[config.mk]
export PLATFORM = sky130hd
export DESIGN_NAME = fpmul
export DESIGN_NICKNAME = d
export VERILOG_FILES = /design/src/rtl/fpmul.sv
export SDC_FILE = /design/constraint.sdc
export NUM_CORES = 2
export LEC_CHECK = 0
export BUFFER_PORTS_ARGS = -buffer_cell sky130_fd_sc_hd__buf_2
export CAP_MARGIN = 10
export CORE_MARGIN = 5
export CORE_UTILIZATION = 60
export CTS_BUF_LIST = sky130_fd_sc_hd__clkbuf_4
export CTS_CLUSTER_DIAMETER = 100
export DETAILED_ROUTE_END_ITERATION = 12
export PLACE_DENSITY = 0.81
export SLEW_MARGIN = 10
export SYNTH_ARGS = -nofsm -noshare
export SYNTH_HDL_FRONTEND = slang
export SYNTH_SLANG_ARGS = --single-unit
[constraint.sdc]
create_clock -name Clk -period 7.9 [get_ports Clk]
set_clock_uncertainty 0.15 [all_clocks]
set_input_delay 0.79 -clock Clk [delete_from_list [all_inputs] [get_ports Clk]]
set_output_delay 0.79 -clock Clk [all_outputs]
set_load 0.02 [all_outputs]
[src/rtl/fpmul.sv]
`default_nettype none
// fpmul: multi-cycle IEEE-754 single-precision multiplier.
// Denormals are flushed to zero and the result is rounded to nearest, ties to even.
module fpmul (
  input  logic        Clk,
  input  logic        Rst,
  input  logic        Start,
  input  logic [31:0] A,
  input  logic [31:0] B,
  output logic        Done,
  output logic [31:0] P,
  output logic        OF,
  output logic        UF,
  output logic        NaNF,
  output logic        InfF,
  output logic        DNF,
  output logic        ZF
);

  typedef enum logic [2:0] {
    IDLE   = 3'd0,
    UNPACK = 3'd1,
    MULT   = 3'd2,
    NORM   = 3'd3,
    ROUND  = 3'd4,
    DONE   = 3'd5
  } state_t;

  state_t             state_q;
  logic [31:0]        a_q, b_q;
  logic               sign_q, nan_q, inf_q, zero_q, dn_q;
  logic [23:0]        ma_q, mb_q;
  logic [7:0]         ea_q, eb_q;
  logic [47:0]        prod_q;
  logic signed [9:0]  exp_q;
  logic [23:0]        mant_q;
  logic               grd_q, rnd_q, stk_q;
  logic               done_q, of_q, uf_q, nanf_q, inff_q, dnf_q, zf_q;
  logic [31:0]        p_q;

  // Operand classification
  logic a_emax, b_emax, a_ezero, b_ezero, a_fnz, b_fnz;
  logic nan_d, inf_d, zero_d, dn_d;
  assign a_emax  = &a_q[30:23];
  assign b_emax  = &b_q[30:23];
  assign a_ezero = ~|a_q[30:23];
  assign b_ezero = ~|b_q[30:23];
  assign a_fnz   = |a_q[22:0];
  assign b_fnz   = |b_q[22:0];
  assign zero_d  = a_ezero | b_ezero;
  assign inf_d   = (a_emax & ~a_fnz) | (b_emax & ~b_fnz);
  assign nan_d   = (a_emax & a_fnz) | (b_emax & b_fnz) | (inf_d & zero_d);
  assign dn_d    = (a_ezero & a_fnz) | (b_ezero & b_fnz);

  // Normalization of the 48-bit product into 24-bit mantissa plus G/R/S
  logic [23:0]       nmant_d;
  logic              ngrd_d, nrnd_d, nstk_d;
  logic signed [9:0] nexp_d;
  always_comb begin
    nmant_d = prod_q[46:23];
    ngrd_d  = prod_q[22];
    nrnd_d  = prod_q[21];
    nstk_d  = |prod_q[20:0];
    nexp_d  = exp_q;
    if (prod_q[47]) begin
      nmant_d = prod_q[47:24];
      ngrd_d  = prod_q[23];
      nrnd_d  = prod_q[22];
      nstk_d  = |prod_q[21:0];
      nexp_d  = exp_q + 10'sd1;
    end
  end

  // Round-to-nearest-even; a carry out renormalizes to 1.0 x 2^(e+1)
  logic              rup_d;
  logic [24:0]       sum_d;
  logic signed [9:0] efin_d;
  logic [22:0]       frac_d;
  assign rup_d  = grd_q & (rnd_q | stk_q | mant_q[0]);
  assign sum_d  = {1'b0, mant_q} + {24'd0, rup_d};
  assign efin_d = sum_d[24] ? exp_q + 10'sd1 : exp_q;
  assign frac_d = sum_d[24] ? sum_d[23:1] : sum_d[22:0];

  always_ff @(posedge Clk or posedge Rst) begin
    if (Rst) begin
      state_q <= IDLE;
      a_q     <= '0;
      b_q     <= '0;
      sign_q  <= 1'b0;
      nan_q   <= 1'b0;
      inf_q   <= 1'b0;
      zero_q  <= 1'b0;
      dn_q    <= 1'b0;
      ma_q    <= '0;
      mb_q    <= '0;
      ea_q    <= '0;
      eb_q    <= '0;
      prod_q  <= '0;
      exp_q   <= '0;
      mant_q  <= '0;
      grd_q   <= 1'b0;
      rnd_q   <= 1'b0;
      stk_q   <= 1'b0;
      done_q  <= 1'b0;
      p_q     <= '0;
      of_q    <= 1'b0;
      uf_q    <= 1'b0;
      nanf_q  <= 1'b0;
      inff_q  <= 1'b0;
      dnf_q   <= 1'b0;
      zf_q    <= 1'b0;
    end else begin
      case (state_q)
        IDLE, DONE: begin
          if (Start) begin
            a_q     <= A;
            b_q     <= B;
            done_q  <= 1'b0;
            state_q <= UNPACK;
          end
        end
        UNPACK: begin
          sign_q  <= a_q[31] ^ b_q[31];
          nan_q   <= nan_d;
          inf_q   <= inf_d;
          zero_q  <= zero_d;
          dn_q    <= dn_d;
          ma_q    <= {1'b1, a_q[22:0]};
          mb_q    <= {1'b1, b_q[22:0]};
          ea_q    <= a_q[30:23];
          eb_q    <= b_q[30:23];
          state_q <= MULT;
        end
        MULT: begin
          prod_q  <= {24'd0, ma_q} * {24'd0, mb_q};
          exp_q   <= $signed({2'b00, ea_q}) + $signed({2'b00, eb_q}) - 10'sd127;
          state_q <= NORM;
        end
        NORM: begin
          mant_q  <= nmant_d;
          grd_q   <= ngrd_d;
          rnd_q   <= nrnd_d;
          stk_q   <= nstk_d;
          exp_q   <= nexp_d;
          state_q <= ROUND;
        end
        ROUND: begin
          of_q    <= 1'b0;
          uf_q    <= 1'b0;
          nanf_q  <= 1'b0;
          inff_q  <= 1'b0;
          zf_q    <= 1'b0;
          dnf_q   <= dn_q;
          done_q  <= 1'b1;
          state_q <= DONE;
          if (nan_q) begin
            p_q    <= 32'h7FC0_0000;
            nanf_q <= 1'b1;
          end else if (inf_q) begin
            p_q    <= {sign_q, 8'hFF, 23'd0};
            inff_q <= 1'b1;
          end else if (zero_q) begin
            p_q    <= {sign_q, 31'd0};
            zf_q   <= 1'b1;
          end else if (efin_d >= 10'sd255) begin
            p_q    <= {sign_q, 8'hFF, 23'd0};
            of_q   <= 1'b1;
            inff_q <= 1'b1;
          end else if (efin_d <= 10'sd0) begin
            p_q    <= {sign_q, 31'd0};
            uf_q   <= 1'b1;
            zf_q   <= 1'b1;
          end else begin
            p_q    <= {sign_q, efin_d[7:0], frac_d};
          end
        end
        default: state_q <= IDLE;
      endcase
    end
  end

  assign Done = done_q;
  assign P    = p_q;
  assign OF   = of_q;
  assign UF   = uf_q;
  assign NaNF = nanf_q;
  assign InfF = inff_q;
  assign DNF  = dnf_q;
  assign ZF   = zf_q;

endmodule
`default_nettype wire

# == Yosys cells after proc, flatten, opt, wreduce, memory -nomap -nowiden ==
# Index checks and enable logic that the tools add are counted.
# word_totals
regBits,260
# op_classes
addsub,4
mul,1
order_cmp,2
eq_ne,7
n_mux,32
n_bitwise,18
n_reduce_logical,17
# ops
cell,n
2-to-1 mux 31 bit,4
multiplier 24 x 24 -> 48 bit,1
OR reduction 23 bit,2
2-to-1 mux 32 bit,1
adder 24 x 1 -> 25 bit,1
2-to-1 mux 24 bit,1
2-to-1 mux 23 bit,1
OR reduction 22 bit,1
OR reduction 21 bit,1
2-to-1 mux 10 bit,2
case mux 10 bit (2 select lines),1
2-to-1 mux 1 bit,19
AND reduction 8 bit,2
OR reduction 8 bit,2
case mux 3 bit (5 select lines),1
"adder 10 x 2 -> 10 bit, second input constant",1
"greater-or-equal comparator 10 x 9 -> 1 bit, second input constant",1
"less-or-equal comparator 10 x 1 -> 1 bit, second input constant",1
"subtractor 9 x 7 -> 10 bit, second input constant",1
adder 8 x 8 -> 9 bit,1
AND 1 bit,8
OR 1 bit,7
"== test 3 x 2 -> 1 bit, second input constant",2
"== test 3 bit, second input constant",2
11 further kinds,17

# == Logic depth before layout (Yosys ltp) ==
# depth
depth_word,11
depth_mapped,25

# == Least setup slack after synthesis ==
# Ideal clock, no wire load.
# synth_timing
kind,reg-to-reg
start,register mb_q[3]
end,register prod_q[45]
setup_time_ns,0.087
arrival_time_ns,6.607
required_time_ns,7.663
slack_ns,1.057
stages_incl_launch_ff,26
n_path_buf,1
synth_period_minus_slack_ns,6.843
cell_sequence,dfrtp_1 > clkbuf_1 > nand2_1 > fa_1 > inv_1 > fa_1 > inv_1 > fa_1 > inv_1 > fa_1 > inv_1 > fa_1 > inv_1 > fa_1 > inv_1 > fa_1 > inv_1 > ha_1 > a21oi_1 > o21a_1 > o21ai_0 > a221oi_1 > a31oi_1 > o2111ai_1 > mux2_2 > o211ai_1
# synth_between
elab_chain_len,1
# synth_rtl
element,line_no,source
from (decl),32,"logic [23:0] ma_q, mb_q;"
from (signal assigned),129,"mb_q <= {1'b1, b_q[22:0]};"
multiplier 24 x 24 -> 48 bit,135,"prod_q <= {24'd0, ma_q} * {24'd0, mb_q};"
to (signal assigned),135,
to (decl),34,logic [47:0] prod_q;
# Every way passes these cells.
# A chain may end at the register's enable or synchronous reset.

# == Worst setup path in the final report ==
# layout_timing
start,register mb_q[7]
end,register prod_q[45]
# Same word-level chain as after synthesis.

==> metrics.txt <==
Max-Cap Viols 0; Syn Area/Cell 9.466 um^2; R2R setup slack 420 ps; required time of the critical path 8440 ps; crit path capture type flop; final setup TNS 0 ps; Crit Path Class flop to flop; first-pass GRT wire length 125200 um; detailed placer's ending HPWL 60060 um; largest net degree at the start of global routing 143; Clock transition at path regs 70 ps; post-route clock period utilization 94.67%; share of layout cells above drive strength 1 13.07%; sequential share of the synthesized area 21.13%; final count of hold timing violations 0; Initial Util 60.88%; count leader, synth inv_1; initial antenna violation count 3; FF+latch count, synth 259; CTS max path bufs 3; area growth from synthesis to layout 7.409%; Synth area leaders fa_1 32%, dfrtp_1 21%, ha_1 7.8%; RSZ-0062 raised after global routing false; TritonCTS clock tree done; antenna viol nets, final 0; worst endpoint data arrival time 8020 ps; Clock Root Buffer clkbuf_4; distinct cell type count of the synthesized netlist 75; worst rel slew slack 29.86%; total gr overflow 0; Final #Nets 4064; routability congestion estimate 0.9417; DR vias/cell 5.643; die boundary width 236.1 um; GRT Total Usage 27.83%; cell area after synthesis 30670 um^2; Initial DRC Count 1738; Reg area 6486 um^2; FF-to-FF Start mb_q[7]$_DFFE_PP0P_; Max FO, Critical Path 20; async set or reset register ratio after synthesis 100.0%; R2R depth 23; Mapped Cells 3240; Startpoint Class flop; Rows 82; Most used DFF post-synth dfrtp_1; Post-synth EDFFs 0; drt pass-1 iters 6; vias in the first global route 23670; footprint of the multi-input gates 21410 um^2; H-Tree Depth 3; # fillers 3892; CTS Sinks 259; fin crit period 7479 ps; Final setup viols 0; f_max 0.1337 GHz; synthesis warning total 0; worst skew pair latency 850 ps; total number of vias 22840; DRC 0; final max-slew violation count 0; cts bufs inserted 74; die height 236.1 um; R2R Path End prod_q[45]$_DFFE_PP0P_; I/O Buffers 105; Hold WC Path Type input pin to asynchronous set/reset pin; number of I/O pins 106; status finished clean; core area 50380 um^2; leading cell types by count after synthesis 569 x inv_1, 487 x nand2_1, 483 x fa_1; syn nets 3981; Synth top area share 31.53%; slew at the pin with the worst max-slew slack 1048 ps; routed wire length 75850 um; area leader, netlist fa_1; Die ar. 55740 um^2; routed len/inst 18.74 um
[repair_timing]
action,4_1_cts,5_1_grt
endpoints found under the setup margin,0,5
hold buffers,6,0
endpoints found under the hold margin,6,0
resized for setup,0,4
setup buffers,0,0
[metal layers]
metal | vias to the layer above | part of all wire, % | GRT usage [%]
li1 | 10310 | - | -
met1 | 11350 | 41 | 38.92
met2 | 1006 | 45 | 42.15
met3 | 171 | 10 | 8.200
met4 | 2 | 3.3 | 9.430
met5 | - | 0.024 | 0
[per-stage QoR]
step                instances  setup slack (ps)  instance area, um^2  utilization [%]  hold WS [ps]
global route             4047             42.34                32940            65.39         16.48
finish                   4047             421.2                32940            65.39         2.528
detailed placement       3913             394.9                31910            63.34         301.2
global placement         3913             491.2                31910            63.34         296.7
CTS                      4045             296.4                32930            65.37        0.9979
floorplan                3240              1057                30670                -         287.0
[sequential cells by signal, summed over array words and instances, names as in the netlist, 3 cells and up]
register / flops
P: 32
a_q: 32
b_q: 32
ea_q: 8
eb_q: 8
exp_q: 10
ma_q: 24
mant_q: 24
mb_q: 23
prod_q: 48
state_q: 3
[logic make-up after synthesis]
group,share of synthesized area (%)
AOI/OAI and AO/OA,6.874
xor gates and xnor gates,2.056
DFF,21.13
muxes,5.397
and+or+nand+nor,16.12
adders and majority gates,39.32
buffers and inverters,9.098
[worst max-delay path by stage]
stage,start,to,slack (ps),cells after the start
2_1_floorplan,mb_q[3]$_DFFE_PP0P_,prod_q[45]$_DFFE_PP0P_,1060,25
3_3_place_gp,mb_q[4]$_DFFE_PP0P_,prod_q[45]$_DFFE_PP0P_,490,24
3_5_place_dp,mb_q[4]$_DFFE_PP0P_,prod_q[45]$_DFFE_PP0P_,390,24
4_1_cts,mb_q[3]$_DFFE_PP0P_,prod_q[45]$_DFFE_PP0P_,300,23
5_1_grt,mb_q[7]$_DFFE_PP0P_,prod_q[45]$_DFFE_PP0P_,40,23
6_report,mb_q[7]$_DFFE_PP0P_,prod_q[45]$_DFFE_PP0P_,420,23
[layout by cell type (no fill, tap or decap), types with 41 or more instances in the layout]
cell type	instances
clkbuf_4	107
xnor2_1	41
o21ai_0	113
fa_1	483
inv_1	568
dfrtp_1	255
buf_2	105
mux2_2	123
nand2_1	485
and2_1	296
buf_4	65
ha_1	191
a21oi_1	64
nor2_1	70
[worst max-delay path, cell delays in order, from the launching register on]
cell and delay, ps:
dfrtp_1 700, and2_1 240, fa_1 440, fa_1 510
inv_1 50, fa_1 470, inv_1 50, fa_1 500
inv_1 50, fa_1 530, inv_1 50, fa_1 470
inv_1 50, fa_1 470, inv_1 40, ha_1 350
a21oi_1 310, o21a_1 180, o21ai_0 80, a221oi_1 580
a31oi_1 310, o2111ai_1 270, mux2_2 350, o211ai_1 100
[cell type report]
type | instances | share of cell area, %
timing repair buffer | 177 | 3.320
clock buffer | 107 | 2.438
inverter | 569 | 6.495
antenna | 2 | 0.01519
sequential | 259 | 19.69
multi-input combinational | 2242 | 65.00
clock inverter | 19 | 0.4862
tap | 672 | 2.552
Power is left out: the tool's default activity adds up to more than one toggle a clock period on the data nets, which glitch-free logic cannot reach.
